`src/rtl/lzc_norm_pipe.sv`:
```
// ============================================================================
// lzc_norm_pipe : two-stage normalizer; shifts out leading zeros, clamped so
//                 the biased exponent never underflows below zero.
// Optional: define LZC_NORM_CHECK_EN for an independent LZC cross-check (out_err).
// Revision: 1.0
// ============================================================================
`default_nettype none

module lzc_norm_pipe #(
  parameter int WIDTH = 16,
  parameter int EXP_W = 8,
  parameter int COUNT = $clog2(WIDTH)
) (
  input  logic             clk,
  input  logic             rst_n,
  input  logic             in_valid,
  output logic             in_ready,
  input  logic [WIDTH-1:0] in_data,
  input  logic [COUNT-1:0] in_z,
  input  logic             in_nv,
  input  logic [EXP_W-1:0] in_exp,
  output logic             out_valid,
  input  logic             out_ready,
  output logic [WIDTH-1:0] out_data,
  output logic [COUNT-1:0] out_shift,
  output logic [EXP_W-1:0] out_exp,
  output logic             out_zero,
  output logic             out_uflow,
  output logic             out_err
);

  localparam int CMPW = (COUNT > EXP_W) ? COUNT : EXP_W;
  localparam logic [CMPW-1:0] C_MAX_SH = CMPW'(WIDTH - 1);

  logic             s1_valid_q, s1_valid_d;
  logic [WIDTH-1:0] s1_data_q,  s1_data_d;
  logic [COUNT-1:0] s1_sh_q,    s1_sh_d;
  logic [EXP_W-1:0] s1_exp_q,   s1_exp_d;
  logic             s1_zero_q,  s1_zero_d;
  logic             s1_uflow_q, s1_uflow_d;

  logic             out_valid_q, out_valid_d;
  logic [WIDTH-1:0] out_data_q,  out_data_d;
  logic [COUNT-1:0] out_shift_q, out_shift_d;
  logic [EXP_W-1:0] out_exp_q,   out_exp_d;
  logic             out_zero_q,  out_zero_d;
  logic             out_uflow_q, out_uflow_d;

  logic            s2_adv;
  logic            s1_adv;
  logic [CMPW-1:0] z_ext;
  logic [CMPW-1:0] e_ext;
  logic [CMPW-1:0] sh_ext;

  assign s2_adv   = !out_valid_q || out_ready;
  assign s1_adv   = !s1_valid_q || s2_adv;
  assign in_ready = s1_adv;

  // S1: clamp the shift to the exponent so a tiny exponent yields a denormal
  always_comb begin
    z_ext  = CMPW'(in_z);
    e_ext  = CMPW'(in_exp);
    sh_ext = (z_ext < e_ext) ? z_ext : e_ext;
    if (sh_ext > C_MAX_SH) sh_ext = C_MAX_SH;
    if (!in_nv) sh_ext = '0;

    s1_valid_d = s1_adv ? in_valid : s1_valid_q;
    s1_data_d  = s1_data_q;
    s1_sh_d    = s1_sh_q;
    s1_exp_d   = s1_exp_q;
    s1_zero_d  = s1_zero_q;
    s1_uflow_d = s1_uflow_q;
    if (s1_adv && in_valid) begin
      s1_data_d  = in_nv ? in_data : '0;
      s1_sh_d    = COUNT'(sh_ext);
      s1_exp_d   = in_nv ? (in_exp - EXP_W'(sh_ext)) : '0;
      s1_zero_d  = !in_nv;
      s1_uflow_d = in_nv && (z_ext > e_ext);
    end
  end

  // S2: barrel shift and register the result
  always_comb begin
    out_valid_d = s2_adv ? s1_valid_q : out_valid_q;
    out_data_d  = out_data_q;
    out_shift_d = out_shift_q;
    out_exp_d   = out_exp_q;
    out_zero_d  = out_zero_q;
    out_uflow_d = out_uflow_q;
    if (s2_adv && s1_valid_q) begin
      out_data_d  = s1_data_q << s1_sh_q;
      out_shift_d = s1_sh_q;
      out_exp_d   = s1_exp_q;
      out_zero_d  = s1_zero_q;
      out_uflow_d = s1_uflow_q;
    end
  end

  always_ff @(posedge clk or negedge rst_n) begin
    if (!rst_n) begin
      s1_valid_q  <= 1'b0;
      s1_data_q   <= '0;
      s1_sh_q     <= '0;
      s1_exp_q    <= '0;
      s1_zero_q   <= 1'b0;
      s1_uflow_q  <= 1'b0;
      out_valid_q <= 1'b0;
      out_data_q  <= '0;
      out_shift_q <= '0;
      out_exp_q   <= '0;
      out_zero_q  <= 1'b0;
      out_uflow_q <= 1'b0;
    end else begin
      s1_valid_q  <= s1_valid_d;
      s1_data_q   <= s1_data_d;
      s1_sh_q     <= s1_sh_d;
      s1_exp_q    <= s1_exp_d;
      s1_zero_q   <= s1_zero_d;
      s1_uflow_q  <= s1_uflow_d;
      out_valid_q <= out_valid_d;
      out_data_q  <= out_data_d;
      out_shift_q <= out_shift_d;
      out_exp_q   <= out_exp_d;
      out_zero_q  <= out_zero_d;
      out_uflow_q <= out_uflow_d;
    end
  end

  assign out_valid = out_valid_q;
  assign out_data  = out_data_q;
  assign out_shift = out_shift_q;
  assign out_exp   = out_exp_q;
  assign out_zero  = out_zero_q;
  assign out_uflow = out_uflow_q;

`ifdef LZC_NORM_CHECK_EN
  logic [COUNT-1:0] ref_z;
  logic             ref_nv;
  logic             s1_err_q, s1_err_d;
  logic             out_err_q, out_err_d;

  // Ascending scan: the last hit is the most significant set bit
  always_comb begin
    ref_z  = '0;
    ref_nv = 1'b0;
    for (int i = 0; i < WIDTH; i++) begin
      if (in_data[i]) begin
        ref_z  = COUNT'(WIDTH - 1 - i);
        ref_nv = 1'b1;
      end
    end
    s1_err_d = s1_err_q;
    if (s1_adv && in_valid)
      s1_err_d = (in_nv != ref_nv) || (ref_nv && (in_z != ref_z));
    out_err_d = out_err_q || (s2_adv && s1_valid_q && s1_err_q);
  end

  always_ff @(posedge clk or negedge rst_n) begin
    if (!rst_n) begin
      s1_err_q  <= 1'b0;
      out_err_q <= 1'b0;
    end else begin
      s1_err_q  <= s1_err_d;
      out_err_q <= out_err_d;
    end
  end

  assign out_err = out_err_q;
`else
  assign out_err = 1'b0;
`endif

endmodule

`default_nettype wire
```
`config.mk`:
```
export PLATFORM = sky130hd
export DESIGN_NAME = lzc_norm_pipe
export DESIGN_NICKNAME = d
export VERILOG_FILES = /design/src/rtl/lzc_norm_pipe.sv
export SDC_FILE = /design/constraint.sdc
export NUM_CORES = 1
export LEC_CHECK = 0
export BUFFER_PORTS_ARGS = -buffer_cell sky130_fd_sc_hd__buf_2
export CORE_AREA = 2 2 95 97
export CTS_BUF_LIST = sky130_fd_sc_hd__clkbuf_8 sky130_fd_sc_hd__clkbuf_16
export CTS_CLUSTER_SIZE = 8
export DETAILED_ROUTE_END_ITERATION = 8
export DIE_AREA = 0 0 97 99
export PLACE_DENSITY_LB_ADDON = 0.2
export SYNTH_ARGS = -nofsm -noshare
export SYNTH_HDL_FRONTEND = slang
export SYNTH_SLANG_ARGS = --single-unit
```
`constraint.sdc`:
```
create_clock -name clk -period 3.5 [get_ports clk]
set_input_delay 0.175 -clock clk [delete_from_list [all_inputs] [get_ports clk]]
set_output_delay 0.175 -clock clk [all_outputs]
set_load 0.03 [all_outputs]
```
# Word-level counts from Yosys, hierarchy flattened
# Cells that the tools add are included.
# classes
order_cmp	3
add_sub_neg	1
n_mux	5
n_shift	1
n_reduce_logical	8
# op_table
op	count
8-bit two-way mux	4
16-bit two-way mux	1
16-bit by 4-bit << shifter with 16-bit output	1
4-bit by 8-bit greater-than comparator with 1-bit output	1
8-bit by 4-bit greater-than comparator with 1-bit output, second input constant	1
4-bit by 8-bit < comparator with 1-bit output	1
8-bit subtractor	1
1-bit logical AND	3
1-bit logical NOT	3
1-bit logical OR	2
# word_totals
ff_bits	62
output_inout_bits	33
word_cells	30
in_bits	33

# Logic depth before layout (Yosys ltp)
# logic_depth
word_depth	7
depth_mapped	15
ltp_nobuf	15

# Worst setup path before layout
# Ideal clock, no wire load.
# synth_path
path_type	input to register
startpoint	input port in_exp[2]
endpoint	register s1_exp_q[5]
path_slack_ps	917
path_stages	13
t_arrival_ps	2472
path_cell_list	inv_1 ha_1 o21ai_0 a21oi_1 o21ai_2 mux2i_1 nand2b_1 ha_1 nor2b_1 o31a_1 o21a_1 o21a_1 o41ai_1
# synth_via
elab_chain_len	7
# synth_rtl
element	line_no	source
start: declaration	21	input logic [EXP_W-1:0] in_exp,
4-bit by 8-bit < comparator with 1-bit output	63	sh_ext = (z_ext < e_ext) ? z_ext : e_ext;
8-bit two-way mux	63	
8-bit by 4-bit greater-than comparator with 1-bit output	64	if (sh_ext > C_MAX_SH) sh_ext = C_MAX_SH;
8-bit two-way mux	64	
8-bit two-way mux	65	if (!in_nv) sh_ext = '0;
8-bit subtractor *	76	s1_exp_d = in_nv ? (in_exp - EXP_W'(sh_ext)) : '0;
8-bit two-way mux *	76	
end signal: assignment	117	s1_exp_q <= s1_exp_d;
end: declaration	38	logic [EXP_W-1:0] s1_exp_q, s1_exp_d;
# Mark *: on every way between the ends. The rest lies on a longest branch, timed or not.
# A chain may end at the register's enable or synchronous reset.

# Worst setup path after layout
# Ends and elaborated chain as after synthesis.

==> summary by stage <==
Routing
The total via count in the routed design is 2730. The DRC marker count from the first detailed-route iteration is around 130. The per-cell via count in the routed design is around 5.1. The final antenna-violating net count is 0. For this run, design rule violations remaining after detail routing come to 0. The pre-antenna-repair detailed-routing pass consisted of 4 iterations.

The wire length after detailed routing is about 7400 um. The wire length per cell after detailed routing is around 14 um.

Clock network
The number of clock buffers inserted by TritonCTS is 9. The number of buffers inserted by hold repair at cts is 1. The buffer count from post-CTS setup fixing is 0. The post-cts resize count is 0. The CTS tree is built.

After clock tree synthesis, the clock-pin slew on the worst setup and hold paths is 70 ps. The clock root buffer master is clkbuf_8. The clock reaches the later pin of the worst-skew pair after ~340 ps. CTS saw 62 sinks. The buffer depth of the longest clock path is 2. CTS built an H-tree with a depth of 3.

Synthesis
The proportion of synthesized flip-flops having asynchronous set or reset is 100%. After technology mapping, the gate count stands at 360. The mapped netlist covers roughly 3400 um2. The count of different cell masters after synthesis is 49.

The share of the yosys chip area belonging to registers is between 40% and 50%. In the synthesized netlist the dominant register cell turns out to be dfrtp_1. The flip-flop and latch count after synthesis is between 60 and 70. In this run, synthesis inferred 0 flip-flops with an integrated enable. The mean post-synth cell area is between 9 and 10 um2. For this run, the number of Yosys warnings is 0.

Floorplanning
The full die area is slightly below 10000 um2. The starting density of the core is 39.4%. The width of the die is a little under 100 um. Measured along the y axis, the die boundary spans roughly 99 um. The floorplan has 34 rows. In this run the count of I/O pins placed on the die edge is 66. In this run the standard cell core region covers roughly 8600 um2.

Worst hold path
The kind of path behind the tightest hold check is in -> reg.

Critical path
Along the worst path, the maximum fanout reaches 5. The worst setup path is launched from an input port. The required time at the worst-slack endpoint is between 3000 and 4000 ps. The critical setup path kind is in -> reg.

The critical path data arrival time is 2920 ps. STA classifies the critical path endpoint as a flop.

Pwr
The cell area power density is 576 nW/um2. The peak supply drop is 0.000363 V. The total leakage power is between 1.5 and 2 nW.

Total power for the finished layout comes to 0.00231 W.

Outcome
The run finished with clean final reports.

GRT
For this run, global-route usage on met2 was measured as 24.0%. The overflow left after global routing is 0. For this run, global-route usage on met1 was measured as 24.9%. The layer flagged by global routing as most heavily used is met1. The initial antenna violation count is 0. The met3 global-route usage is roughly 4.2%. The via count of the first global-routing pass was about 2700. The largest net degree at the start of global routing is 46. Across every metal layer, demand over resource in global routing totals 17.0%. The first global-routing pass estimated ~13000 um of wire.

Run
Across the run, the number of max-cap violations was 0.

STA
The clock period minus final worst setup slack is approximately 2700 ps. The final period utilization is about 77%. On the final layout, the worst clock skew is roughly 11 ps. The setup TNS is 0 ps.

The number of failing setup endpoints in the final timing report is 0. The number of hold-slack violations in the final timing report is 0. The actual transition at the worst max-transition pin is 879 ps. The relative slew slack is between 40% and 50%.

Setup repair after global routing left no endpoint under its margin. The number of max-slew violations in the final report is 0. Static timing analysis puts the maximum clock frequency at 372 MHz.

Cells and area
0 antenna diodes ended up in the layout. The finished cells cover 4010 um2. From synthesis to final layout, the design area changed by 19.1%. The post-route netlist has between 20 and 25% of its cells at a drive strength greater than 1. After the last flow step, the layout net total stands at between 400 and 500. The area of all sequential standard cells is between 1500 and 2000 um2.

The count of filler cells inserted in the layout is roughly 850. The multi-input combinational cells in the finished layout cover a total of roughly 1700 um2.

Place
After legalization and detailed placement, the total HPWL measured around 5600 um. The placed standard-cell area is between 3000 and 4000 um2. The final estimated routing congestion in global placement is 0.779. The count of buffers added on input and output ports is between 60 and 70.
[power by group]
group / internal (W) / switching (W) / leakage (nW)
combinational: 0.000225 / 0.000397 / 1.06
clock: 0.000475 / 0.000285 / 0.120
sequential: 0.000831 / 0.0000953 / 0.808
[cell families after synthesis]
group | after synthesis | share of synthesized area, %
multiplexers | 34 | 11.5
AND/OR/NAND/NOR | 134 | 16.6
buffers and inverters | 30 | 3.98
flip-flops | 62 | 46.1
adder cells (fa/ha/maj) | 13 | 5.05
XOR/XNOR | 4 | 1.04
AO/OA/AOI/OAI | 81 | 15.5
other | 2 | 0.223
[routing by layer]
metal	vias to the layer above	wire length (um)	part of all wire [%]
met5	-	0	0
met4	0	82	1.1
met3	5	349	4.7
met2	67	3140	42
met1	1298	3850	52
li1	1360	-	-
[cells in the final DEF, fill, tap and decap left out, drive strengths merged, types with 4 or more instances in the layout]
| master | instances |
|---|---|
| mux2 | 7 |
| dfrtp | 62 |
| nand2b | 9 |
| a21oi | 10 |
| conb | 4 |
| nor2 | 9 |
| nand2 | 102 |
| o21ai | 34 |
| nor2b | 4 |
| o31ai | 13 |
| inv | 9 |
| clkbuf | 9 |
| o21a | 4 |
| mux2i | 24 |
| ha | 12 |
| buf | 68 |
[critical path, cell delays in order]
cell and delay [ps]:
buf_2 100, inv_1 40, ha_1 280, o21ai_0 200, a21oi_1 80, o21ai_2 280
mux2i_1 290, nand2b_1 190, ha_1 240, nor2b_1 140, o31a_1 270, o21a_1 200
o21a_1 180, o41ai_1 230
[synthesized netlist by cell type (4+ instances only)]
library cell | n | area (um2)
nand2_1 | 102 | 383
a21oi_1 | 10 | 50.1
inv_1 | 7 | 26.3
nand2b_1 | 9 | 56.3
o21a_1 | 4 | 30.0
ha_1 | 12 | 150
mux2_2 | 7 | 78.8
o31ai_1 | 13 | 97.6
mux2i_1 | 24 | 240
nor2_1 | 9 | 33.8
o21ai_0 | 32 | 160
clkbuf_1 | 14 | 52.6
dfrtp_1 | 62 | 1550
nor2b_1 | 4 | 25.0
[layout make-up]
type / instances / share of cell area [%]
Clock buffer: 9 / 3.09
Inverter: 8 / 0.749
Tap cell: 108 / 3.37
Multi-Input combinational cell: 270 / 42.1
Timing Repair Buffer: 69 / 8.99
Sequential cell: 62 / 38.7
Clock inverter: 7 / 3.00
[stage by stage]
step,instances,hold slack (ps),util (%),worst slack [ps]
final,533,48.4,46.9,813
after global routing,533,53.2,46.9,523
after CTS,533,40.7,46.9,826
after detailed placement,516,310,43.9,485
after global placement,516,310,43.9,649
after floorplan,362,-121,-,917
[sequential cells by signal, indices dropped and copies added (netlist names)]
signal,cells
out_uflow,1
out_shift,4
s1_exp_q,8
out_exp,8
s1_zero_q,1
s1_uflow_q,1
s1_data_q,16
out_zero,1
out_data,16
out_valid,1
s1_valid_q,1
s1_sh_q,4
[final timing paths]
path | startpoint | end | slack [ps] | cells after the start
min reg2reg | s1_exp_q[1] | out_exp[1] | 470 | 2
min | in_valid | s1_valid_q | 50 | 2
max | in_exp[2] | s1_exp_q[5] | 810 | 14
max in group asynchronous | rst_n | out_zero | 2180 | 3
min in group asynchronous | rst_n | out_data[7] | 450 | 2
max reg2reg | s1_sh_q[1] | out_data[12] | 1400 | 5
No activity file was read; power rests on OpenSTA's default activity.
